==> src/rtl/mem_bridge_ctrl.sv <==
// MEM-stage bridge that maps out-of-data-memory accesses onto two devices.
// Stalls the pipeline across a req/ack handshake with a wait-state timeout.
module mem_bridge_ctrl #(
    parameter logic [15:0] DEV0_BASE = 16'h7F00,
    parameter logic [15:0] DEV1_BASE = 16'h7F10,
    parameter int          DEV_SPAN  = 16,
    parameter int          TIMEOUT   = 15
) (
    input  logic        clk,
    input  logic        rst,
    input  logic        PrReq,
    input  logic        PrWe,
    input  logic [31:0] PrAddr,
    input  logic [31:0] PrWD,
    input  logic [3:0]  PrBE,
    output logic [31:0] PrRD,
    output logic        PrStall,
    output logic        PrErr,
    output logic [1:0]  DEV_Sel,
    output logic        DEV_Req,
    output logic        DEV_We,
    output logic [29:0] DEV_Addr,
    output logic [31:0] DEV_WD,
    output logic [3:0]  DEV_BE,
    input  logic [1:0]  DEV_Ack,
    input  logic [31:0] DEV_RD0,
    input  logic [31:0] DEV_RD1
);

    localparam int CW = (TIMEOUT > 1) ? $clog2(TIMEOUT) : 1;
    localparam logic [CW-1:0] CNT_LAST = CW'(TIMEOUT - 1);
    localparam logic [16:0] DEV0_END = {1'b0, DEV0_BASE} + 17'(DEV_SPAN);
    localparam logic [16:0] DEV1_END = {1'b0, DEV1_BASE} + 17'(DEV_SPAN);
    localparam logic [31:0] ERR_WORD = 32'hFFFF_FFFF;

    typedef enum logic [1:0] {
        IDLE,
        BUSY,
        DONE,
        ERR
    } state_t;

    state_t        state;
    logic [CW-1:0] wait_cnt;

    logic [16:0] a17;
    logic        in_dm;
    logic        hit0;
    logic        hit1;
    logic        ack_hit;
    logic [31:0] rd_sel;

    // 17-bit compare keeps the range end from wrapping near 16'hFFFF
    assign a17     = {1'b0, PrAddr[15:0]};
    assign in_dm   = PrAddr[15:0] < 16'h3000;
    assign hit0    = (a17 >= {1'b0, DEV0_BASE}) && (a17 < DEV0_END);
    assign hit1    = (a17 >= {1'b0, DEV1_BASE}) && (a17 < DEV1_END);
    assign ack_hit = |(DEV_Ack & DEV_Sel);
    assign rd_sel  = DEV_Sel[1] ? DEV_RD1 : DEV_RD0;

    assign PrStall = ((state == IDLE) && PrReq && !in_dm) || (state == BUSY);

    always_ff @(posedge clk or posedge rst) begin
        if (rst) begin
            state    <= IDLE;
            wait_cnt <= '0;
            PrRD     <= '0;
            PrErr    <= 1'b0;
            DEV_Sel  <= '0;
            DEV_Req  <= 1'b0;
            DEV_We   <= 1'b0;
            DEV_Addr <= '0;
            DEV_WD   <= '0;
            DEV_BE   <= '0;
        end else begin
            PrErr <= 1'b0;
            unique case (state)
                IDLE: begin
                    if (PrReq && !in_dm) begin
                        if (hit0 || hit1) begin
                            DEV_Sel  <= {hit1 & ~hit0, hit0};
                            DEV_We   <= PrWe;
                            DEV_Addr <= PrAddr[31:2];
                            DEV_WD   <= PrWD;
                            DEV_BE   <= PrBE;
                            DEV_Req  <= 1'b1;
                            wait_cnt <= '0;
                            state    <= BUSY;
                        end else begin
                            PrRD  <= ERR_WORD;
                            PrErr <= 1'b1;
                            state <= ERR;
                        end
                    end
                end
                BUSY: begin
                    if (ack_hit) begin
                        if (!DEV_We) begin
                            PrRD <= rd_sel;
                        end
                        DEV_Req <= 1'b0;
                        state   <= DONE;
                    end else if (wait_cnt == CNT_LAST) begin
                        PrRD    <= ERR_WORD;
                        PrErr   <= 1'b1;
                        DEV_Req <= 1'b0;
                        state   <= ERR;
                    end else begin
                        wait_cnt <= wait_cnt + 1'b1;
                    end
                end
                DONE: state <= IDLE;
                ERR:  state <= IDLE;
                default: state <= IDLE;
            endcase
        end
    end

endmodule
==> config.mk <==
export PLATFORM = sky130hd
export DESIGN_NAME = mem_bridge_ctrl
export DESIGN_NICKNAME = d
export VERILOG_FILES = /design/src/rtl/mem_bridge_ctrl.sv
export SDC_FILE = /design/constraint.sdc
export NUM_CORES = 1
export LEC_CHECK = 0
export CAP_MARGIN = 20
export CORE_MARGIN = 5
export CORE_UTILIZATION = 46
export CTS_BUF_LIST = sky130_fd_sc_hd__clkbuf_8
export DETAILED_ROUTE_END_ITERATION = 8
export GPL_ROUTABILITY_DRIVEN = 0
export GPL_TIMING_DRIVEN = 0
export PLACE_DENSITY = 0.95
export SETUP_SLACK_MARGIN = 0.05
export SLEW_MARGIN = 10
export SYNTH_ARGS = -nofsm -noshare
export SYNTH_HDL_FRONTEND = slang
export SYNTH_SLANG_ARGS = --single-unit
==> constraint.sdc <==
create_clock -name clk -period 9.2 [get_ports clk]
set_clock_uncertainty 0.1 [all_clocks]
set_input_delay 0.92 -clock clk [delete_from_list [all_inputs] [get_ports clk]]
set_output_delay 0.92 -clock clk [all_outputs]
set_load 0.02 [all_outputs]
# --- After elaboration in Yosys (flattened, before gate mapping) ---
# Cells that the tools add are included.
op_classes:
  addsub: 1
  magnitude_cmp: 5
  eq_ne: 11
  muxes: 27
  bitwise_logic: 3
  n_reduce_logical: 17
op_table:
  columns: ["operator", "count"]
  rows:
  - ["32-bit 2-to-1 mux", 6]
  - ["32-bit case mux with 2 select lines", 1]
  - ["16-bit by 15-bit >= comparator with 1-bit output, second input constant", 2]
  - ["16-bit by 15-bit < comparator with 1-bit output, second input constant", 2]
  - ["16-bit by 14-bit < comparator with 1-bit output, second input constant", 1]
  - ["4-bit 2-to-1 mux", 4]
  - ["5-bit AND reduction", 2]
  - ["1-bit 2-to-1 mux", 8]
  - ["2-bit 2-to-1 mux", 4]
  - ["4-bit case mux with 2 select lines", 1]
  - ["2-bit inequality test, second input constant", 3]
  - ["2-bit case mux with 3 select lines", 1]
  - ["1-bit logical AND", 5]
  - ["4-bit by 1-bit adder with 4-bit output, second input constant", 1]
  - ["2-bit == test, second input constant", 2]
  - ["4-bit == test, second input constant", 1]
  - ["2-bit by 1-bit inequality test with 1-bit output, second input constant", 2]
  - ["1-bit case mux with 2 select lines", 2]
  - ["4-bit AND reduction", 1]
  - ["2-bit OR reduction", 2]
  - ["3-bit by 2-bit inequality test with 1-bit output, second input constant", 1]
  - ["3-bit inequality test, second input constant", 1]
  - ["3-bit AND reduction", 1]
  - ["2-bit AND", 1]
  - ["8 further kinds", 9]
totals:
  register_bits: 109
  input_bits: 138
  out_inout_bits: 104
  elab_cells: 74

# --- Logic depth before layout (Yosys ltp) ---
logic_depth:
  depth_word: 6
  mapped_depth: 7
  depth_no_buf: 6

# --- Worst setup path before layout ---
# Ideal clock, no wire load.
synth_path:
  kind: "input port to output port"
  startpoint: "in PrAddr[13]"
  endpoint: "out PrStall"
  arrival_time_ps: 1603
  t_required_ps: 8180
  slack_ps: 6577
  cell_stages: 3
  cell_sequence: "a211o_1 > a21o_1 > nor2b_1"
synth_between:
  elab_chain_cells: 4
synth_rtl:
  columns: ["element", "line", "text"]
  rows:
  - ["start: declaration", "13", "input logic [31:0] PrAddr,"]
  - ["16-bit by 14-bit < comparator with 1-bit output", "55", "assign in_dm = PrAddr[15:0] < 16'h3000;"]
  - ["1-bit zero test", "61", "assign PrStall = ((state == IDLE) && PrReq && !in_dm) || (state == BUSY);"]
  - ["1-bit logical AND", "61", null]
  - ["1-bit logical OR", "61", null]
  - ["end: declaration", "17", "output logic PrStall,"]
# No other way between the ends.

# --- Final worst setup path ---
# Same ends and word-level chain as after synthesis.

==> impl_results.md <==
- Crit Path Class: in -> out
- Total clock buffers created by CTS: 9
- Crit. Startpoint: PrAddr[13]
- Worst Path Max Fanout: 3
- RSZ-0062 raised after global routing: no
- DIE HEIGHT: 114.9 microns
- Fraction of layout cells with a size suffix above 1: 12.78%
- Sort of element at the end of the critical path: output pin
- Top-area cell type share of the netlist area: 53.89%
- Clk pin slew, worst setup/hold paths: 0.10 ns
- Hold-fix buffer count after cts: 0
- CTS Sinks: 109
- Hpwl dp: 11910 microns
- Die Wd: 114.9 microns
- Clock tree from TritonCTS: built
- Number of top-level pins: 242
- Pre-antenna DRT Iters: 4
- Vias per cell: 5.170
- Post-synthesis average cell area: 12.37 sq um
- Number of global-route vias before repair: 4586
- CTS Buffer Depth: 2
- Outcome: finished clean
- Number of failing hold endpoints at the final stage: 0
- Total of cells resized after clock tree synthesis: 0
- Antenna violations before repair: 0
- Number of nets produced by synthesis: 549
- Number of rows in the core area: 38
- Measured slew at the worst slew-check pin: 0.5080 ns
- Total global-route track usage: 23.00%
- Number of unique standard cell types used by synthesis: 43
- Required @ worst endpoint: 8.18 ns
- Routed wire per std cell: 18.83 microns
- Number of diodes: 0
- Sum Neg Setup Slack: 0 ns
- Reg2Reg Capture Point: PrRD[3]
- DRC violation count after routing: 0
- Top achievable clock speed: 275.6 MHz
- Global-route wire length before repair: 23760 microns
- Final global-route overflow total: 0
- Part of the cycle the worst path needs: 39.44%
- Max-cap violations: 0
- Crit start category: input pin
- Primary FF master, synth: dfrtp_1
- Count of routing violations after the opening detailed-route iteration: 287
- Number of synthesized flops with an enable pin: 0
- Area of the mapped netlist: 5061 sq um
- Total of endpoints with negative setup slack in the final report: 0
- VDD IR-drop max: 0.07789 mV
- Cell with the most instances after synthesis: dfrtp_1
- Total power density per cell area: 131.5 nW/um^2
- Synthesized netlist cell count: 409
- Maximum number of pins on one net before global-route repair: 97
- Post-CTS setup-driven buffer insertion count: 0
- Proportion of synthesized flip-flops having asynchronous set or reset: 100.0%
- Data arrival time at the worst-slack endpoint: 2.61 ns
- Static Leakage: 3.608 nW
- Die area: 13200 sq um
- Final period demand of the worst path: 3.628 ns
- Final Max Tran Viols: 0
- Number of nets with antenna violations after detailed routing: 0
- Total number of vias: 4162
- Kind of path behind the tightest hold check: reg -> reg
- Count of cells along the worst register-to-register path: 6
- Insertion delay to the later sink of the worst-skew pair: 0.37 ns
- CP endpoint: PrStall
- Sequential area share after synthesis: 53.89%
- Nets: 800
- Synthesis-to-finish area growth: 55.75%
- Max-slew headroom at the worst pin: 66.13%
- Ys Warns: 0
- Root cell of the clock tree: clkbuf_8
- CTS H-tree depth: 3
- Number of register bits inferred by synthesis: 109
- Initial core utilization: 46.89%
- Worst r2r src: DEV_Sel[1]
- Setup slack of the most critical reg-to-reg path: 7.20 ns
- Buffers added on ports: 239
- Cell type contributing the most total cell area after synthesis: dfrtp_1
- Main area contributors after synthesis: dfrtp_1, mux2_1, mux2_2
- WHS: 0.3792 ns
- Cell types with the highest counts after synthesis: dfrtp_1, mux2_1, inv_1, o22ai_1
- Post-Route WL: 15160 microns
- Core Footprint: 10790 sq um
## area by class of cell
| cell class | count | area, sq um |
|---|---|---|
| buffer | 24 | 202.7 |
| clock buffer | 9 | 123.9 |
| clock inverter | 7 | 97.59 |
| fill | 722 | 2910 |
| inverter | 38 | 147.6 |
| multi-input combinational | 238 | 1988 |
| sequential | 109 | 2728 |
| tap | 140 | 175.2 |
| timing repair buffer | 240 | 2420 |
## cells in the final DEF, fill, tap and decap left out, types with 2 or more instances in the layout
master and instances:
clkbuf_1 3, clkinv_2 2, nor2_1 32, or2_1 7
bufinv_16 2, nor2b_1 5, a211oi_1 32, buf_2 13
mux2_4 9, nand3_1 7, o22ai_1 34, ha_1 2
clkdlybuf4s50_1 239, clkbuf_8 9, mux2_2 32, nand2_1 3
buf_6 2, buf_12 5, dfrtp_1 109, mux2_1 48
a21o_1 2, or3_1 2, inv_6 2, inv_1 37
## cell families after synthesis
kind of cell             after synthesis  share of synthesized area [%]
multiplexers                          90                          20.67
flip-flops                           109                          53.89
adder cells (fa/ha/maj)                2                         0.4944
buffers and inverters                 62                          6.823
AND/OR/NAND/NOR                       68                          7.417
AO/OA/AOI/OAI                         78                          10.70
## flip-flops by register name, summed over array words and instances (netlist names)
| register | count |
|---|---|
| DEV_Addr | 30 |
| DEV_BE | 4 |
| DEV_Req | 1 |
| DEV_Sel | 2 |
| DEV_WD | 32 |
| DEV_We | 1 |
| PrErr | 1 |
| PrRD | 32 |
| state | 2 |
| wait_cnt | 4 |
## metrics by stage
stage | worst slack [ns] | util, % | instances | cell area [sq um] | total power [mW]
CTS | 5.563 | 73.04 | 805 | 7883 | 1.046
detailed placement | 5.565 | 70.98 | 789 | 7661 | 0.7234
global route | 5.536 | 73.04 | 805 | 7883 | 1.086
finish | 5.572 | 73.04 | 805 | 7883 | 1.037
global placement | 3.929 | 70.68 | 788 | 7629 | 0.7106
floorplan | 5.306 | - | 409 | 5061 | 0.6158
## critical path: stages
cell and delay [ns]:
clkdlybuf4s50_1 0.43, a211o_1 0.37, a21o_1 0.21, nor2b_1 0.12
clkdlybuf4s50_1 0.56
## worst min path at each step
stage                      start           end  slack (ns)  cells after the start
floorplan            wait_cnt[0]   wait_cnt[0]        0.40                      1
detailed placement  DEV_Addr[11]  DEV_Addr[11]        0.36                      1
CTS                 DEV_Addr[11]  DEV_Addr[11]        0.38                      1
global route        DEV_Addr[11]  DEV_Addr[11]        0.40                      1
global placement     DEV_Addr[8]   DEV_Addr[8]        0.35                      1
finish               DEV_Addr[6]   DEV_Addr[6]        0.38                      1
## per-layer routing
layer	global-route usage [%]	vias to the layer above	share of wire [%]
li1	-	1954	-
met1	26.36	2004	38
met2	41.01	176	51
met3	6.474	28	8.6
met4	8.216	0	2.3
met5	0	-	0
## power by group
part           switching [mW]  total (mW)  internal [mW]
registers              0.0177       0.514          0.496
clock network           0.167       0.322          0.155
logic                   0.101       0.200         0.0992
(Power assumes the default switching activity.)
